===== src/rtl/image_blit_engine.sv =====
// rtl/image_blit_engine.sv - scaled sprite blitter: ROM source, integer upscale, clip and colour key.
module image_blit_engine #(
   parameter int SRC_W       = 160,
   parameter int SRC_H       = 120,
   parameter int SCALE_LOG2  = 2,
   parameter int COLOR_W     = 9,
   parameter int ROM_LATENCY = 1,
   parameter int SCREEN_W    = 640,
   parameter int SCREEN_H    = 480,
   parameter int ADDR_W      = 15
) (
   input  logic               clk,
   input  logic               resetn,
   input  logic               start,
   input  logic               abort,
   input  logic [9:0]         dst_x,
   input  logic [8:0]         dst_y,
   input  logic               key_en,
   input  logic [COLOR_W-1:0] key_color,
   output logic [ADDR_W-1:0]  rom_addr,
   input  logic [COLOR_W-1:0] rom_q,
   output logic [9:0]         vga_x,
   output logic [8:0]         vga_y,
   output logic [COLOR_W-1:0] vga_color,
   output logic               vga_write,
   output logic               busy,
   output logic               done
);

   localparam int OUT_W = SRC_W << SCALE_LOG2;
   localparam int OUT_H = SRC_H << SCALE_LOG2;
   localparam int SX_W  = (OUT_W > 2) ? $clog2(OUT_W) : 1;
   localparam int SY_W  = (OUT_H > 2) ? $clog2(OUT_H) : 1;
   localparam int L     = ROM_LATENCY;

   localparam logic [SX_W-1:0] SX_LAST = SX_W'(OUT_W - 1);
   localparam logic [SY_W-1:0] SY_LAST = SY_W'(OUT_H - 1);

   localparam logic [1:0] IDLE  = 2'd0;
   localparam logic [1:0] RUN   = 2'd1;
   localparam logic [1:0] DRAIN = 2'd2;

   logic [1:0]         state;
   logic [SX_W-1:0]    sx;
   logic [SY_W-1:0]    sy;
   logic [9:0]         dst_x_q;
   logic [8:0]         dst_y_q;
   logic               key_en_q;
   logic [COLOR_W-1:0] key_color_q;

   // Coordinates travel one bit wider than the screen so clipping never wraps.
   logic [L-1:0]       pv;
   logic [10:0]        px [L];
   logic [9:0]         py [L];

   logic [10:0]        sum_x;
   logic [9:0]         sum_y;
   logic               pix_write;

   assign busy  = (state != IDLE);
   assign sum_x = 11'(dst_x_q) + 11'(sx);
   assign sum_y = 10'(dst_y_q) + 10'(sy);

   assign rom_addr = resetn
      ? ADDR_W'(32'(sy >> SCALE_LOG2) * 32'(SRC_W) + 32'(sx >> SCALE_LOG2))
      : '0;

   assign pix_write = pv[L-1]
                   && !(key_en_q && (rom_q == key_color_q))
                   && (px[L-1] < 11'(SCREEN_W))
                   && (py[L-1] < 10'(SCREEN_H));

   always_ff @(posedge clk) begin
      if (!resetn) begin
         state       <= IDLE;
         sx          <= '0;
         sy          <= '0;
         dst_x_q     <= '0;
         dst_y_q     <= '0;
         key_en_q    <= 1'b0;
         key_color_q <= '0;
         pv          <= '0;
         for (int i = 0; i < L; i++) begin
            px[i] <= '0;
            py[i] <= '0;
         end
         vga_x       <= '0;
         vga_y       <= '0;
         vga_color   <= '0;
         vga_write   <= 1'b0;
         done        <= 1'b0;
      end else begin
         done      <= 1'b0;
         vga_write <= 1'b0;

         if (pv[L-1]) begin
            vga_x     <= px[L-1][9:0];
            vga_y     <= py[L-1][8:0];
            vga_color <= rom_q;
            vga_write <= pix_write;
         end

         pv[0] <= (state == RUN);
         px[0] <= sum_x;
         py[0] <= sum_y;
         for (int i = 1; i < L; i++) begin
            pv[i] <= pv[i-1];
            px[i] <= px[i-1];
            py[i] <= py[i-1];
         end

         case (state)
            IDLE: begin
               if (start && !abort) begin
                  dst_x_q     <= dst_x;
                  dst_y_q     <= dst_y;
                  key_en_q    <= key_en;
                  key_color_q <= key_color;
                  sx          <= '0;
                  sy          <= '0;
                  state       <= RUN;
               end
            end
            RUN: begin
               if (sx == SX_LAST) begin
                  sx <= '0;
                  if (sy == SY_LAST) state <= DRAIN;
                  else               sy    <= sy + SY_W'(1);
               end else begin
                  sx <= sx + SX_W'(1);
               end
            end
            DRAIN: begin
               if (pv == '0) begin
                  done  <= 1'b1;
                  state <= IDLE;
               end
            end
            default: state <= IDLE;
         endcase

         // Abort wins over everything above: drop in-flight pixels and the done pulse.
         if (abort && (state != IDLE)) begin
            state     <= IDLE;
            pv        <= '0;
            vga_write <= 1'b0;
            done      <= 1'b0;
         end
      end
   end

endmodule

===== config.mk =====
export PLATFORM = sky130hd
export DESIGN_NAME = image_blit_engine
export DESIGN_NICKNAME = d
export VERILOG_FILES = /design/src/rtl/image_blit_engine.sv
export SDC_FILE = /design/constraint.sdc
export NUM_CORES = 1
export LEC_CHECK = 0
export ABC_AREA = 0
export BUFFER_PORTS_ARGS = -buffer_cell sky130_fd_sc_hd__buf_4
export CORE_MARGIN = 5
export CORE_UTILIZATION = 30
export DETAILED_ROUTE_END_ITERATION = 16
export PLACE_DENSITY = 0.53
export SYNTH_ARGS = -nofsm -noshare
export SYNTH_HDL_FRONTEND = slang
export SYNTH_SLANG_ARGS = --single-unit

===== constraint.sdc =====
create_clock -name clk -period 3.7 [get_ports clk]
set_input_delay 0.37 -clock clk [delete_from_list [all_inputs] [get_ports clk]]
set_output_delay 0.37 -clock clk [all_outputs]
set_load 0.02 [all_outputs]

* Word level (Yosys, flattened, before mapping)
Memories as Yosys holds them, arrays and structs flattened.
Cells that the tools add are included.
** Storage, ports and cells
- Register bits after elaboration :: 81
- Bits in writable memories :: 21
- Input port bits :: 42
- Output and inout port bits :: 46
- Word-level logic and storage cells :: 76
- Memories :: 2
** Memory list
- px :: depth 1, bits a word 11, read ports 1, clocked after Yosys merged registers in 0, wr ports 1, RTL line 53 : logic [10:0] px [L];
- py :: depth 1, bits a word 10, read ports 1, clocked after Yosys merged registers in 0, wr ports 1, RTL line 54 : logic [9:0] py [L];
** Cells by class
- Add/subtract/negate cells :: 5
- Multipliers :: 1
- Magnitude comparators :: 2
- Equality and inequality tests :: 10
- Muxes and demuxes :: 20
- Bitwise logic cells :: 3
- Reductions and logical operators :: 20
** Operators with widths (count)
- 10-bit two-way mux :: 3
- 9-bit two-way mux :: 3
- 10-bit case mux with 2 select lines :: 1
- 9-bit case mux with 2 select lines :: 1
- 15-bit by 8-bit adder with 15-bit output :: 1
- 15-bit two-way mux :: 1
- 10-bit by 10-bit adder with 11-bit output :: 1
- 11-bit by 10-bit less-than comparator with 1-bit output, second input constant :: 1
- 11-bit two-way mux :: 1
- 11-bit OR reduction :: 1
- 10-bit by 1-bit adder with 10-bit output, second input constant :: 1
- 9-bit by 9-bit adder with 10-bit output :: 1
- 10-bit == test, second input constant :: 1
- 10-bit by 9-bit less-than comparator with 1-bit output, second input constant :: 1
- 7-bit by 3-bit multiplier with 10-bit output, second input constant :: 1
- 10-bit OR reduction :: 1
- 9-bit by 1-bit adder with 9-bit output, second input constant :: 1
- 9-bit == test :: 1
- 9-bit == test, second input constant :: 1
- 2-bit two-way mux :: 4
- 4-bit AND reduction :: 2
- 1-bit logical AND :: 6
- 2-bit != test, second input constant :: 3
- 2-bit case mux with 3 select lines :: 1
- other kinds (11) :: 22

* Logic depth before layout (Yosys ltp)
Gate-level depths: netlist of run 1.
- Word-level depth :: 6
- Gate-level depth with buffers :: 9
- Gate-level depth less buffers :: 9

* Least setup slack after synthesis of run 1
Ideal clock, no wire load.
- Kind :: register to output
- Start :: register sy[3]
- End :: output rom_addr[14]
- Data arrival time :: 2372 ps
- Data required time :: 3330 ps
- Path slack :: 958 ps
- Cell stages (with the launch flop) :: 9
- Buffers on the path :: 0
- Path through :: dfxtp_1 -> ha_1 -> ha_1 -> inv_1 -> fa_1 -> nor2_1 -> nor4b_2 -> nand3_1 -> a21oi_1
** On the way
- Longest elaborated chain between the ends :: 3
** RTL lines
- from (decl) :: RTL line 45 : logic [SY_W-1:0] sy;
- from (signal assigned) :: RTL line 128 : else sy <= sy + SY_W'(1);
- 7-bit by 3-bit multiplier with 10-bit output :: RTL line 65 : ? ADDR_W'(32'(sy >> SCALE_LOG2) * 32'(SRC_W) + 32'(sx >> SCALE_LOG2))
- 15-bit by 8-bit adder with 15-bit output :: RTL line 65
- 15-bit two-way mux :: RTL line 65
- to (decl) :: RTL line 20 : output logic [ADDR_W-1:0] rom_addr,
No other way between the ends.

* Final worst setup path of run 1
Ends and elaborated chain as after synthesis.

==> metrics.sh, run 1 <==
ANT_NETS=0
CLOCK_PATH_BUFFERS=2
CTS-RESIZED-GATES=0
REMAINING_DRC_ERRORS=0
TOTALWIRELENGTH_UM=12840
TIMING.CLOCK.SKEW_NS=0.007787
WORST_EP_ARRIVAL_TIME_NS=2.93
PERIOD_SHARE=0.8926
CLOCKROOTBUFFER='sky130_fd_sc_hd__clkbuf_16'
FINAL_DESIGN_UTILIZATION=0.3708
HTREEDEPTH=3
CTS.SINK_COUNT=102
AREA_GROWTH_FROM_SYNTHESIS_TO_LAYOUT_PCT=22.24
POST_SYNTHESIS_INSTANCE_AREA_SQ_MM=0.005210
SYNTH_SEQ_CELLS=102
CRITICAL_PATH.ENDPOINT_TYPE='output pin'
CORE_REGION_AREA_SQ_MM=0.01718
SEQPWRFRAC=0.486
FINALNETCOUNT=754
PORTION_OF_TOTAL_POWER_ATTRIBUTED_TO_COMBINATIONAL_LOGIC=0.074
SYNTH.NET_COUNT=677
SYN_INST=597
VDD_DROP_MAX_mV=0.2131
DIODES=0
FINALSETUPTNS_NS=0
POST-CTS-SETUP-BUFFERS=0
CTS_TREE='done'
SYNTHESIS.AREA_PER_INSTANCE_SQ_UM=8.727
RUN_STATUS='complete, no violations'
SETUP_REPAIR_AFTER_GLOBAL_ROUTING_MISSED_ITS_MARGIN='false'
WORSTPATHREQUIRED_NS=3.33
I_O_PIN_CNT=88
WORST-PATH-MAX-FANOUT=8
NUMBER_OF_ANTENNA_VIOLATIONS_AT_THE_FIRST_CHECK_IN_GLOBAL_ROUTING=0
TIMING.FINAL.HOLD_VIOLATIONS=0
DETAILROUTE.VIA_COUNT=4296
F_MAX_MHz=302.8
IO_BUFFERS=87
YOSYSWARNINGCOUNT=0
LAYOUT-DRIVE-GT1-SHARE=0.1915
WORST_SKEW_PAIR.LATE_LATENCY_NS=0.35
CLKTRANSATPATHREGS_NS=0.07
INTERNAL_POWER_W=0.001815
LEAKAGEPOWER_nW=2.569
DIE_WIDTH_UM=141.8
DETAIL_ROUTE.VIAS_PER_CELL=4.752
SYNTH_FF_TYPE='sky130_fd_sc_hd__dfxtp_1'
CRITPATHKIND='flop to output pin'
FIN_CRIT_NS=3.303
STARTPOINT_TYPE='flop'
DRV_SLEW=0
PLACE_CONGESTION=0.8190
SYNTH.YOSYS.SEQ_AREA_SHARE=0.3919
GLOBALROUTEOVERFLOWTOTAL=0
POSTSYNTH.ASYNCRESETSHARE=0
GRT_START_MAX_NET_PINS=58
FILLER_CELL_COUNT=1797
GRT_PASS1_VIAS=4244
GROUTE.USAGE.OVERALL=0.1307
ROUTED_WIRE_LENGTH_PER_INSTANCE_UM=14.20
WORSTMARGINPINSLEW_NS=1.011
STARTING_UTILIZATION_OF_THE_CORE_AREA=0.3033
SWITCHING_SHARE_OF_TOTAL_POWER=0.2296
SYNTH-EDFF-COUNT=0
FINALSETUPVIOLCOUNT=0
SWITCHING_POWER_W=0.0005408
POWERDENSITY_mW_PER_MM2=369.9
DIE_AREA_SQ_MM=0.02010
DP.FINAL_HPWL_UM=9545
SHARE_CLK_OF_TOTAL_POWER=0.440
HOLDBUFCOUNTCTS=0
FIRSTDRTPASSITERS=4
DRT_ITER0_MARKERS=299
GRT_PASS1_WL_UM=21330
NETLIST-CELL-TYPE-COUNT=64
ROWS=48
MAXCAPVIOLATIONS=0
TIMING.HOLD.WORST.CLASS='input port to flop'
CTS-BUFFERS-INSERTED=9
SLEW_HEADROOM=0.3253
CHIPHEIGHT_UM=141.8
==> power by group through the flow <==
| stage | Sequential [W] | Clock [W] | Combinational (W) |
|---|---|---|---|
| 2_1_floorplan | 0.00116 | 0 | 0.000110 |
| 3_3_place_gp | 0.00117 | 0 | 0.000176 |
| 3_5_place_dp | 0.00117 | 0 | 0.000177 |
| 4_1_cts | 0.00114 | 0.00106 | 0.000178 |
| 5_1_grt | 0.00115 | 0.00110 | 0.000198 |
| 6_report | 0.00114 | 0.00104 | 0.000175 |
==> final timing paths <==
path / start / end / slack, ns / depth (start not counted)
hold / removal: abort / pv / 0.18 / 2
hold reg to reg: dst_x_q[0] / dst_x_q[0] / 0.46 / 2
setup reg to reg: sy[0] / py[0][8] / 1.32 / 8
setup / recovery: sy[3] / rom_addr[14] / 0.40 / 9
==> Yosys cell counts (all sizes together), types with 2 or more instances <==
library cell,instances,area share
or4,2,0.0029
buf,11,0.013
a21o,5,0.0072
or2,8,0.011
a31oi,4,0.0048
a21oi,43,0.041
or3,5,0.0060
nand2,85,0.063
o211ai,2,0.0029
nor4,5,0.011
o2111ai,3,0.0050
fa,4,0.015
nand3,14,0.013
nor3b,4,0.0079
and2,13,0.016
xor2,7,0.012
mux2i,32,0.061
a311oi,3,0.0050
nor3,10,0.0096
o41ai,2,0.0034
ha,34,0.082
nor2,74,0.054
a211o,2,0.0034
nor2b,5,0.0060
nor4b,4,0.010
xnor2,26,0.044
dfxtp,102,0.39
o21ai,16,0.015
clkbuf,13,0.011
o22ai,3,0.0036
nand4,9,0.015
nand2b,5,0.0065
inv,22,0.016
and3,3,0.0038
a21boi,3,0.0043
o21bai,3,0.0043
==> layout make-up <==
cell class                 instances  area, sq um  share of cell area
multi-input combinational        449         2962              0.4650
tap                              225        281.5             0.04420
inverter                          22        82.58             0.01297
timing repair buffer              90        675.6              0.1061
clock inverter                     5        81.33             0.01277
clock buffer                      11        242.7             0.03811
sequential                       102         2043              0.3208
==> state kept, by name, indices dropped and copies added, names as in the netlist, 2 cells and up <==
name	cells
sx	10
dst_y_q	9
state	2
dst_x_q	10
py	10
px	11
vga_color	9
vga_x	10
vga_y	9
sy	9
key_color_q	9
==> metrics by stage <==
stage                     setup slack, ns  cells  power, W  hold WS [ns]  instance area [sq um]
after floorplan                    0.9582    597  0.001274        0.4366                   5210
after global placement             0.8605    888  0.001345        0.4456                   6045
after detailed placement           0.7772    888  0.001347        0.4537                   6045
after CTS                          0.3750    904  0.002382        0.1756                   6369
after global routing               0.1292    904  0.002445        0.1832                   6369
final                              0.3974    904  0.002356        0.1823                   6369
==> critical path, stage by stage (launching register included) <==
cell and delay, ns:
sky130_fd_sc_hd__dfxtp_1 0.54, sky130_fd_sc_hd__ha_1 0.30, sky130_fd_sc_hd__ha_1 0.23, sky130_fd_sc_hd__inv_1 0.07, sky130_fd_sc_hd__fa_1 0.47, sky130_fd_sc_hd__nor2_1 0.19
sky130_fd_sc_hd__nor4b_2 0.31, sky130_fd_sc_hd__nand3_1 0.12, sky130_fd_sc_hd__a21oi_1 0.18, sky130_fd_sc_hd__buf_4 0.17
==> routing by layer <==
layer	track usage	vias to the layer above	part of all wire	routed length [um]
met5	0	-	0	0
met4	0.05101	0	0.019	249
met3	0.02460	23	0.048	620
met2	0.2059	109	0.44	5644
met1	0.1772	1963	0.49	6322
li1	-	2201	-	-
==> cells by family after synthesis <==
group           Yosys count  share of synthesized area
simple gates            249                     0.2406
flops                   102                     0.3919
compound gates           97                     0.1134
buf+inv                  46                    0.04010
fa+ha+maj                38                    0.09702
xor+xnor                 33                    0.05548
mux                      32                    0.06148
==> placed cells by master, fill, tap and decap left out, types with 3 or more instances in the layout <==
cell,synthesis,layout
sky130_fd_sc_hd__nor2_1,72,71
sky130_fd_sc_hd__buf_4,0,90
sky130_fd_sc_hd__nand2b_1,4,4
sky130_fd_sc_hd__nor2_2,2,3
sky130_fd_sc_hd__nor4b_2,3,3
sky130_fd_sc_hd__nor3_1,10,10
sky130_fd_sc_hd__mux2i_1,32,32
sky130_fd_sc_hd__a21o_1,5,5
sky130_fd_sc_hd__xor2_1,7,7
sky130_fd_sc_hd__and2_1,13,13
sky130_fd_sc_hd__o21bai_1,3,3
sky130_fd_sc_hd__a21boi_0,3,3
sky130_fd_sc_hd__a311oi_1,3,3
sky130_fd_sc_hd__clkbuf_16,0,9
sky130_fd_sc_hd__nand3_1,14,14
sky130_fd_sc_hd__nor2b_1,5,5
sky130_fd_sc_hd__a31oi_1,4,4
sky130_fd_sc_hd__ha_1,34,34
sky130_fd_sc_hd__nor3b_1,3,3
sky130_fd_sc_hd__o21ai_0,15,15
sky130_fd_sc_hd__inv_1,22,21
sky130_fd_sc_hd__fa_1,4,4
sky130_fd_sc_hd__xnor2_1,26,26
sky130_fd_sc_hd__o2111ai_1,3,3
sky130_fd_sc_hd__a21oi_1,43,43
sky130_fd_sc_hd__or2_2,5,5
sky130_fd_sc_hd__nand4_1,7,7
sky130_fd_sc_hd__nand2_1,84,84
sky130_fd_sc_hd__dfxtp_1,102,101
sky130_fd_sc_hd__or3_1,5,5
sky130_fd_sc_hd__o22ai_1,3,3
Note: power is estimated with default switching activity, not from simulation.
==> inputs of run 2 (changes only) <==
==> constraint.sdc (replaced) <==
create_clock -name clk -period 3.9 [get_ports clk]
set_input_delay 0.39 -clock clk [delete_from_list [all_inputs] [get_ports clk]]
set_output_delay 0.39 -clock clk [all_outputs]
set_load 0.02 [all_outputs]
==> metrics.sh, run 2 (synthesis results as in run 1) <==
TIMING.CLOCK.SKEW_NS=0.007977
WORST-PATH-MAX-FANOUT=8
CORE_REGION_AREA_SQ_MM=0.01718
CRITICAL_PATH.ENDPOINT_TYPE='output pin'
CTS-RESIZED-GATES=0
PERIOD_SHARE=0.8538
I_O_PIN_CNT=88
WORST_SKEW_PAIR.LATE_LATENCY_NS=0.35
RUN_STATUS='complete, no violations'
GRT_PASS1_VIAS=4262
POST-CTS-SETUP-BUFFERS=0
WORSTPATHREQUIRED_NS=3.51
FINALNONFILLERCELLS=904
PORTION_OF_TOTAL_POWER_ATTRIBUTED_TO_COMBINATIONAL_LOGIC=0.072
PLACE_CONGESTION=0.8209
POWERDENSITY_mW_PER_MM2=357.8
GRT_START_MAX_NET_PINS=57
NUMBER_OF_ANTENNA_VIOLATIONS_AT_THE_FIRST_CHECK_IN_GLOBAL_ROUTING=0
CRITPATHKIND='flop to output pin'
FIRSTDRTPASSITERS=4
FIN_CRIT_NS=3.330
TIMING.HOLD.WORST.CLASS='input port to flop'
TOP_REGISTER='px'
LARGEST_REGISTER_FF_COUNT=11
SHARE_CLK_OF_TOTAL_POWER=0.453
LAYOUT-DRIVE-GT1-SHARE=0.1915
SEQPWRFRAC=0.475
TIMING.FINAL.HOLD_VIOLATIONS=0
STARTPOINT_TYPE='flop'
STARTING_UTILIZATION_OF_THE_CORE_AREA=0.3033
SETUP_REPAIR_AFTER_GLOBAL_ROUTING_MISSED_ITS_MARGIN='false'
DP.FINAL_HPWL_UM=9475
SWITCHING_POWER_W=0.0005012
TOTALWIRELENGTH_UM=12620
SLACK_OF_THE_WORST_REG_TO_REG_PATH_NS=1.62
VDD_DROP_MAX_mV=0.1994
MOST_USED_CELLS_IN_THE_LAYOUT_EXCLUDING_FILL_AND_TAP_CELLS='101 x sky130_fd_sc_hd__dfxtp_1, 90 x sky130_fd_sc_hd__buf_4, 84 x sky130_fd_sc_hd__nand2_1, 71 x sky130_fd_sc_hd__nor2_1, 43 x sky130_fd_sc_hd__a21oi_1'
ANT_NETS=0
INTERNAL_POWER_W=0.001786
MAXCAPVIOLATIONS=0
GRT_PASS1_WL_UM=21140
MOST_COMMON_CELL_AFTER_LAYOUT_FILL_AND_TAPS_ASIDE='sky130_fd_sc_hd__dfxtp_1'
GROUTE.USAGE.OVERALL=0.1299
TIMING.REG2REG.WORST_PATH_DEPTH=8
WORSTHOLDSTART='abort'
FINALSETUPVIOLCOUNT=0
DETAIL_ROUTE.VIAS_PER_CELL=4.698
WORSTMARGINPINSLEW_NS=0.9925
IO_BUFFERS=87
MIN_PATH_CELLS=2
WORSTREG2REGSTART='sy[0]'
SWITCHING_SHARE_OF_TOTAL_POWER=0.2191
FINALSETUPTNS_NS=0
CTS_TREE='done'
DIODES=0
CTS-BUFFERS-INSERTED=9
ROWS=48
POST-PLACE-CELLS=888
DIE_WIDTH_UM=141.8
DRT_ITER0_MARKERS=199
HOLDBUFCOUNTCTS=0
LEAKAGEPOWER_nW=2.578
HOLD_ENDPOINT='pv'
SLEW_HEADROOM=0.3383
WORST_EP_ARRIVAL_TIME_NS=2.94
CTS.SINK_COUNT=102
DRV_SLEW=0
ROUTED_WIRE_LENGTH_PER_INSTANCE_UM=13.96
DIE_AREA_SQ_MM=0.02010
AREA_GROWTH_FROM_SYNTHESIS_TO_LAYOUT_PCT=22.72
CLOCKROOTBUFFER='sky130_fd_sc_hd__clkbuf_16'
HTREEDEPTH=3
CLKTRANSATPATHREGS_NS=0.06
REG2REG_TO='py[0][8]'
F_MAX_MHz=300.3
CHIPHEIGHT_UM=141.8
GLOBALROUTEOVERFLOWTOTAL=0
REMAINING_DRC_ERRORS=0
DETAILROUTE.VIA_COUNT=4247
FINALNETCOUNT=754
CLOCK_PATH_BUFFERS=2
[run 2: routing by layer]
layer / up-vias / wire length, um / global-route usage / part of all wire
li1: 2209 / - / - / -
met1: 1921 / 6048 / 0.1716 / 0.48
met3: 18 / 723 / 0.02629 / 0.057
met2: 99 / 5622 / 0.2057 / 0.45
met4: 0 / 231 / 0.05657 / 0.018
met5: - / 0 / 0 / 0
[run 2: worst max-delay path: stages, from the launching register on]
cell and delay (ns):
sky130_fd_sc_hd__dfxtp_1 0.53, sky130_fd_sc_hd__ha_1 0.30, sky130_fd_sc_hd__ha_1 0.23, sky130_fd_sc_hd__inv_1 0.07, sky130_fd_sc_hd__fa_1 0.47, sky130_fd_sc_hd__nor2_1 0.19
sky130_fd_sc_hd__nor4b_2 0.31, sky130_fd_sc_hd__nand3_1 0.12, sky130_fd_sc_hd__a21oi_1 0.19, sky130_fd_sc_hd__buf_4 0.18
[run 2: worst max-delay path by stage]
stage,start,to,slack [ns]
after floorplan,sy[3],rom_addr[14],1.14
after global placement,sy[3],rom_addr[13],1.04
after detailed placement,sy[3],rom_addr[14],0.94
after CTS,sy[3],rom_addr[14],0.54
after global routing,sy[3],rom_addr[14],0.32
final,sy[3],rom_addr[14],0.57
[run 2: layout make-up]
cell class	instances	area [sq um]
timing repair buffer	90	675.6
clock buffer	11	242.7
fill	1796	10780
tap	225	281.5
clock inverter	5	106.4
sequential	102	2043
inverter	22	82.58
multi-input combinational	449	2962
[run 2: power groups by stage]
| stage | clock, W | sequential [W] | combinational, W |
|---|---|---|---|
| after floorplan | 0 | 0.00110 | 0.000104 |
| after global placement | 0 | 0.00111 | 0.000167 |
| after detailed placement | 0 | 0.00111 | 0.000167 |
| after CTS | 0.00107 | 0.00109 | 0.000168 |
| after global routing | 0.00111 | 0.00109 | 0.000185 |
| final | 0.00104 | 0.00109 | 0.000165 |
[run 2: through the flow]
stage	util	area, sq um	setup WS, ns	hold slack [ns]	total power, W
finish	0.3722	6394	0.5703	0.2039	0.002287
floorplan	-	5210	1.138	0.4366	0.001208
detailed placement	0.3519	6045	0.9388	0.4468	0.001277
global route	0.3722	6394	0.3246	0.1978	0.002382
global placement	0.3519	6045	1.042	0.4460	0.001276
CTS	0.3722	6394	0.5391	0.1911	0.002322
